## src/rtl/tl_pkg.sv

```systemverilog
// Phase codes and lamp patterns shared by the intersection scheduler.
// Lamp order is {A_G,A_Y,A_R,B_G,B_Y,B_R}.
package tl_pkg;

  typedef enum logic [3:0] {
    S_AG    = 4'd0,
    S_AY    = 4'd1,
    S_CLR_A = 4'd2,
    S_BG    = 4'd3,
    S_BY    = 4'd4,
    S_CLR_B = 4'd5,
    S_WALK  = 4'd6,
    S_EMRG  = 4'd7,
    S_FLASH = 4'd8
  } state_t;

  localparam logic [5:0] TL_AG       = 6'b100001;
  localparam logic [5:0] TL_AY       = 6'b010001;
  localparam logic [5:0] TL_ALLRED   = 6'b001001;
  localparam logic [5:0] TL_BG       = 6'b001100;
  localparam logic [5:0] TL_BY       = 6'b001010;
  localparam logic [5:0] TL_FLASH_ON = 6'b010010;
  localparam logic [5:0] TL_OFF      = 6'b000000;

  // Unknown codes fall back to all-red so opposing roads can never both be open.
  function automatic logic [5:0] tl_lamps(input state_t s, input logic flash_ph);
    logic [5:0] lamps;
    lamps = TL_ALLRED;
    case (s)
      S_AG:    lamps = TL_AG;
      S_AY:    lamps = TL_AY;
      S_BG:    lamps = TL_BG;
      S_BY:    lamps = TL_BY;
      S_FLASH: lamps = flash_ph ? TL_FLASH_ON : TL_OFF;
      default: lamps = TL_ALLRED;
    endcase
    return lamps;
  endfunction

endpackage

```

## src/rtl/tl_phase_timer.sv

```systemverilog
// Loadable down-counter timing one phase; load wins over tick.
// expire flags a tick arriving while the count is already zero.
module tl_phase_timer #(
  parameter int TW = 8
) (
  input  logic          clk,
  input  logic          load,
  input  logic [TW-1:0] val,
  input  logic          tick,
  output logic          expire
);

  logic [TW-1:0] r_count;

  always_ff @(posedge clk) begin
    if (load) begin
      r_count <= val;
    end else if (tick && (r_count != '0)) begin
      r_count <= r_count - TW'(1);
    end
  end

  assign expire = tick & (r_count == '0);

endmodule

```

## src/rtl/tl_phase_scheduler.sv

```systemverilog
// Two-road phase sequencer with pedestrian latch, emergency all-red and flash mode.
// State, lamps and walk are registered together; the timer reloads on every state change.
module tl_phase_scheduler
  import tl_pkg::*;
#(
  parameter int TW = 8
) (
  input  logic          clk,
  input  logic          reset,
  input  logic          tick,
  input  logic          enable,
  input  logic          emerg,
  input  logic          ped_req,
  input  logic [TW-1:0] t_green_a,
  input  logic [TW-1:0] t_green_b,
  input  logic [TW-1:0] t_yellow,
  input  logic [TW-1:0] t_allred,
  input  logic [TW-1:0] t_walk,
  output logic [5:0]    TL,
  output logic          walk,
  output logic          ped_ack,
  output logic [3:0]    phase
);

  state_t        r_state;
  logic          r_ped_pend;
  logic          r_flash_ph;
  logic [5:0]    r_tl;
  logic          r_walk;
  logic          r_ped_ack;

  state_t        w_next;
  logic          w_expire;
  logic          w_load;
  logic [TW-1:0] w_val;
  logic          w_walk_entry;
  logic          w_flash_nxt;

  always_comb begin
    w_next = r_state;
    if (emerg) begin
      w_next = S_EMRG;
    end else if (!enable) begin
      w_next = S_FLASH;
    end else begin
      case (r_state)
        S_AG:    if (w_expire) w_next = S_AY;
        S_AY:    if (w_expire) w_next = S_CLR_A;
        S_CLR_A: if (w_expire) w_next = S_BG;
        S_BG:    if (w_expire) w_next = S_BY;
        S_BY:    if (w_expire) w_next = S_CLR_B;
        S_CLR_B: if (w_expire) w_next = r_ped_pend ? S_WALK : S_AG;
        S_WALK:  if (w_expire) w_next = S_AG;
        default: w_next = S_CLR_B;
      endcase
    end
  end

  // Durations are sampled only here, so edits mid-phase apply from the next phase.
  always_comb begin
    w_val = t_allred;
    if (reset) begin
      case (w_next)
        S_AG:          w_val = t_green_a;
        S_BG:          w_val = t_green_b;
        S_AY, S_BY:    w_val = t_yellow;
        S_WALK:        w_val = t_walk;
        default:       w_val = t_allred;
      endcase
    end
  end

  assign w_load       = !reset || (w_next != r_state);
  assign w_walk_entry = (w_next == S_WALK) && (r_state != S_WALK);
  assign w_flash_nxt  = ((r_state == S_FLASH) && (w_next == S_FLASH)) ? (r_flash_ph ^ tick) : 1'b0;

  tl_phase_timer #(.TW(TW)) u_timer (
    .clk    (clk),
    .load   (w_load),
    .val    (w_val),
    .tick   (tick),
    .expire (w_expire)
  );

  always_ff @(posedge clk) begin
    if (!reset) begin
      r_state    <= S_CLR_B;
      r_tl       <= TL_ALLRED;
      r_walk     <= 1'b0;
      r_ped_ack  <= 1'b0;
      r_ped_pend <= 1'b0;
      r_flash_ph <= 1'b0;
    end else begin
      r_state    <= w_next;
      r_flash_ph <= w_flash_nxt;
      r_tl       <= tl_lamps(w_next, w_flash_nxt);
      r_walk     <= (w_next == S_WALK);
      r_ped_ack  <= w_walk_entry;
      r_ped_pend <= ped_req | (r_ped_pend & ~w_walk_entry);
    end
  end

  assign TL      = r_tl;
  assign walk    = r_walk;
  assign ped_ack = r_ped_ack;
  assign phase   = r_state;

endmodule

```

## config.mk

```make
export PLATFORM = sky130hd
export DESIGN_NAME = tl_phase_scheduler
export DESIGN_NICKNAME = d
export VERILOG_FILES = /design/src/rtl/tl_pkg.sv /design/src/rtl/tl_phase_timer.sv /design/src/rtl/tl_phase_scheduler.sv
export SDC_FILE = /design/constraint.sdc
export NUM_CORES = 1
export LEC_CHECK = 0
export BUFFER_PORTS_ARGS = -buffer_cell sky130_fd_sc_hd__buf_2
export CORE_UTILIZATION = 44
export DETAILED_ROUTE_END_ITERATION = 12
export GPL_TIMING_DRIVEN = 0
export PLACE_DENSITY_LB_ADDON = 0.1
export SYNTH_ARGS = -nofsm -noshare
export SYNTH_HDL_FRONTEND = slang
export SYNTH_SLANG_ARGS = --single-unit
```

## constraint.sdc

```tcl
create_clock -name clk -period 3.35 [get_ports clk]
set_clock_uncertainty 0.15 [all_clocks]
set_input_delay 1.005 -clock clk [delete_from_list [all_inputs] [get_ports clk]]
set_output_delay 1.005 -clock clk [all_outputs]
set_load 0.03 [all_outputs]
```

==> results_dict.tcl <==
set metrics [dict create \
    timing.final.ws_setup_ns 0.0837 \
    total_power_uw 711 \
    power.share.clock_pct 21.2 \
    timing.fmax_ghz 0.306 \
    cts_root_buffer "clkbuf_4" \
    portBuffers 56 \
    drcViolationCount 0 \
    synth_edf_count 8 \
    area.sequential_um2 520 \
    category_of_the_worst_setup_path_capture_point "register" \
    antenna_cells_inserted 0 \
    multiInputGateArea_mm2 0.00110 \
    setup_viol 0 \
    total_buffers_and_inverters_traversed_by_the_critical_path 2 \
    final_layout_size_suffix_gt1_share_pct 36.7 \
    vias_per_cell 5.65 \
    power_per_cell_area_mw_per_mm2 339 \
    final_util_pct 61.9 \
    worstHoldStart "r_ped_pend" \
    dp.final_hpwl_um 3390 \
    netSwitchingFraction_pct 33.5 \
    grt_use_total_pct 24.1 \
    rsz0062_at_grt "no" \
    setup_tns_final_ns 0 \
    post-place-ws_ns -0.718 \
    layout-area-overhead-vs-synth_pct 33.1 \
    grt_pass1_vias 1517 \
    clock_tree_from_tritoncts "done" \
    final.period_utilization_pct 97.5 \
    synth_flop_cell "dfxtp_1" \
    worstMarginPinSlew_ns 0.496 \
    clock_path_buffers 2 \
    ctsHtreeMaxLevel 1 \
    worst_setup_hold_path_clk_slew_ns 0.13 \
    relSlewSlack_pct 66.7 \
    dieArea_mm2 0.00383 \
    die_w_um 61.9 \
    sequentialPowerShare_pct 46.1 \
    wire_length_of_the_first_global_routing_pass_um 6750 \
    hold_viol 0 \
    timing.hold.worst_endpoint "r_ped_pend" \
    die_h_um 61.9 \
    synth_sequential_area_ratio_pct 33.0 \
    cp_slowest_cell "a2111oi_4" \
    floorplan.core_area_mm2 0.00339 \
    detailed_router_iteration_count_before_antenna_repair 6 \
    detail_route.wirelength_um 4480 \
    worstHoldPathCells 2 \
    globalRoute.totalOverflow 0 \
    route.detailed.wl_per_inst_um 15.2 \
    holdCritPathClass "reg -> reg" \
    worstPathCellList "buf_2 -> and4bb_4 -> nand2_2 -> a221o_1 -> o211a_1 -> buf_2 -> nand2_1 -> o21ai_4 -> a2111oi_4 -> o22ai_1" \
    route.antenna.remaining_nets 0 \
    criticalPathCategory "in -> reg" \
    placer_congestion_estimate 0.875 \
    ir_drop_mv 0.189 \
    worst_skew_pair.late_latency_ns 0.31 \
    final.fill_count 314 \
    cts_num_sinks 22 \
    slew_violations 0 \
    worstReg2RegStart "u_timer.r_count[0]" \
    antenna_found_initial 0 \
    synth-seq-cells 22 \
    postSynthAreaPerCell_um2 8.52 \
    cts_inserted_buffers 3 \
    finish.net_count 297 \
    power.internal_uw 472 \
    critPathMaxFanout 10 \
    crit_path_start_kind "primary input" \
    run_status "completed" \
    setup.reg_to_reg.worst_slack_ns 0.18 \
    critical-path-max-stage-delay_ns 0.41 \
    worstReg2RegEnd "u_timer.r_count[3]" \
    synth_warnings 0 \
    synth_cell_types 54 \
    static_leakage_power_nw 0.899 \
    stdcell_area_mm2 0.00210 \
    asyncSetResetFlopFracSynth_pct 0 \
    combinationalPowerShare_pct 32.7 \
    min_period_ns 3.27 \
    initial_utilization_pct 46.5 \
    rows 21 \
    crit_family "compound AO/OA/AOI/OAI gates" \
    cp.required_ns 3.26 \
    drv.max_cap_violation_count 0 \
    postPlaceCellArea_mm2 0.00191 \
    netlist_instances 185 \
    io_pins 58 \
    detail_route.iter0.violations 113 \
    cell_repeated_most_along_the_worst_path "buf_2" \
    synth.cell_area_mm2 0.00158 \
    register_to_register_path_depth 11 \
    crit_arrival_ns 3.18 \
    largest_net_degree_at_the_start_of_global_routing 13 \
    power.net_switching_uw 238 \
    syn_nets 233 \
    route.vias.total 1661 \
]
==> synth_stat cells, types with 4 or more instances <==
| cell type | count | area, um2 |
|---|---|---|
| a2111oi_0 | 4 | 35.0 |
| a21oi_1 | 8 | 40.0 |
| a22o_1 | 4 | 35.0 |
| and2_1 | 4 | 25.0 |
| and3_1 | 6 | 37.5 |
| clkbuf_1 | 6 | 22.5 |
| dfxtp_1 | 14 | 280 |
| edfxtp_1 | 8 | 240 |
| inv_1 | 8 | 30.0 |
| nand2_1 | 10 | 37.5 |
| nand3_1 | 5 | 25.0 |
| nor2_1 | 15 | 56.3 |
| nor3_1 | 8 | 40.0 |
| o21ai_0 | 11 | 55.1 |
| o22ai_1 | 6 | 37.5 |
| xnor2_1 | 7 | 61.3 |
| xor2_1 | 5 | 43.8 |
==> power groups by stage <==
| stage | Clock, mW | Sequential, mW | Combinational, mW |
|---|---|---|---|
| 5_1_grt | 0.166 | 0.332 | 0.255 |
| 6_report | 0.151 | 0.328 | 0.232 |
| 3_3_place_gp | 0 | 0.334 | 0.203 |
| 4_1_cts | 0.154 | 0.328 | 0.214 |
| 2_1_floorplan | 0 | 0.341 | 0.130 |
| 3_5_place_dp | 0 | 0.334 | 0.204 |
==> worst max path at each step <==
| stage | start | to | slack (ns) | cells past startpoint |
|---|---|---|---|---|
| floorplan | tick | u_timer.r_count[3] | 0.07 | 9 |
| global placement | tick | u_timer.r_count[7] | -0.61 | 9 |
| detailed placement | tick | u_timer.r_count[7] | -0.72 | 9 |
| CTS | tick | u_timer.r_count[4] | 0.04 | 11 |
| global route | tick | u_timer.r_count[3] | 0.006 | 10 |
| finish | tick | u_timer.r_count[3] | 0.08 | 10 |
==> metal layers <==
metal / wire length (um) / track usage (%)
met1: 2020 / 32.0
met2: 2240 / 41.0
met3: 182 / 3.11
met4: 38 / 6.98
met5: 0 / 0
==> cell usage in the layout, fill, tap and decap left out, types with 5 or more instances in the layout <==
| cell | synthesis | layout |
|---|---|---|
| inv_1 | 8 | 8 |
| dfxtp_1 | 14 | 14 |
| edfxtp_1 | 8 | 8 |
| a21oi_1 | 8 | 8 |
| nand3_1 | 5 | 5 |
| nor3_1 | 8 | 8 |
| and3_1 | 6 | 6 |
| o21ai_0 | 11 | 10 |
| xnor2_1 | 7 | 6 |
| buf_4 | 1 | 5 |
| nand2_1 | 10 | 10 |
| nor2_1 | 15 | 15 |
| xor2_1 | 5 | 5 |
| o22ai_1 | 6 | 6 |
| buf_2 | 3 | 59 |
==> flip-flops by register name, summed over array words and instances (netlist names) <==
name	count
r_flash_ph	1
phase	4
u_timer.r_count	8
r_ped_pend	1
ped_ack	1
walk	1
TL	6
==> stage by stage <==
step / hold WS, ns / instances
detailed placement: 0.353 / 287
global route: 0.407 / 294
floorplan: 0.296 / 185
finish: 0.374 / 294
global placement: 0.358 / 287
CTS: 0.374 / 291
==> worst register-to-register path: stages, from the launching register on <==
cell	delay, ns
edfxtp_1	0.44
inv_1	0.10
ha_1	0.18
and4bb_4	0.31
nand2_2	0.07
a221o_1	0.37
o211a_1	0.26
buf_2	0.19
nand2_1	0.16
o21ai_4	0.14
a2111oi_4	0.41
o22ai_1	0.13
==> repair_timing <==
action | CTS | global route
gates resized for setup | 15 | 9
hold buffers | 0 | 0
pin swaps | 1 | 3
endpoints found under the hold margin | 0 | 0
setup endpoints to repair | 12 | 16
setup buffers | 0 | 4
==> kinds of logic after synthesis <==
kind of cell	Yosys count	synth area share, %
compound gates	63	28.3
buf+inv	18	4.76
xor+xnor	12	6.67
mux	1	0.714
simple gates	67	25.0
flops	22	33.0
fa+ha+maj	2	1.59
==> final cells by class <==
class,instances,area share [%]
multi-input cells,145,52.5
flip-flops and latches,22,24.8
repair buffers,60,14.8
well taps,46,2.74
plain buffers,9,2.03
clock buffers,4,1.73
inverters,8,1.43
No activity file was read; power rests on OpenSTA's default activity.
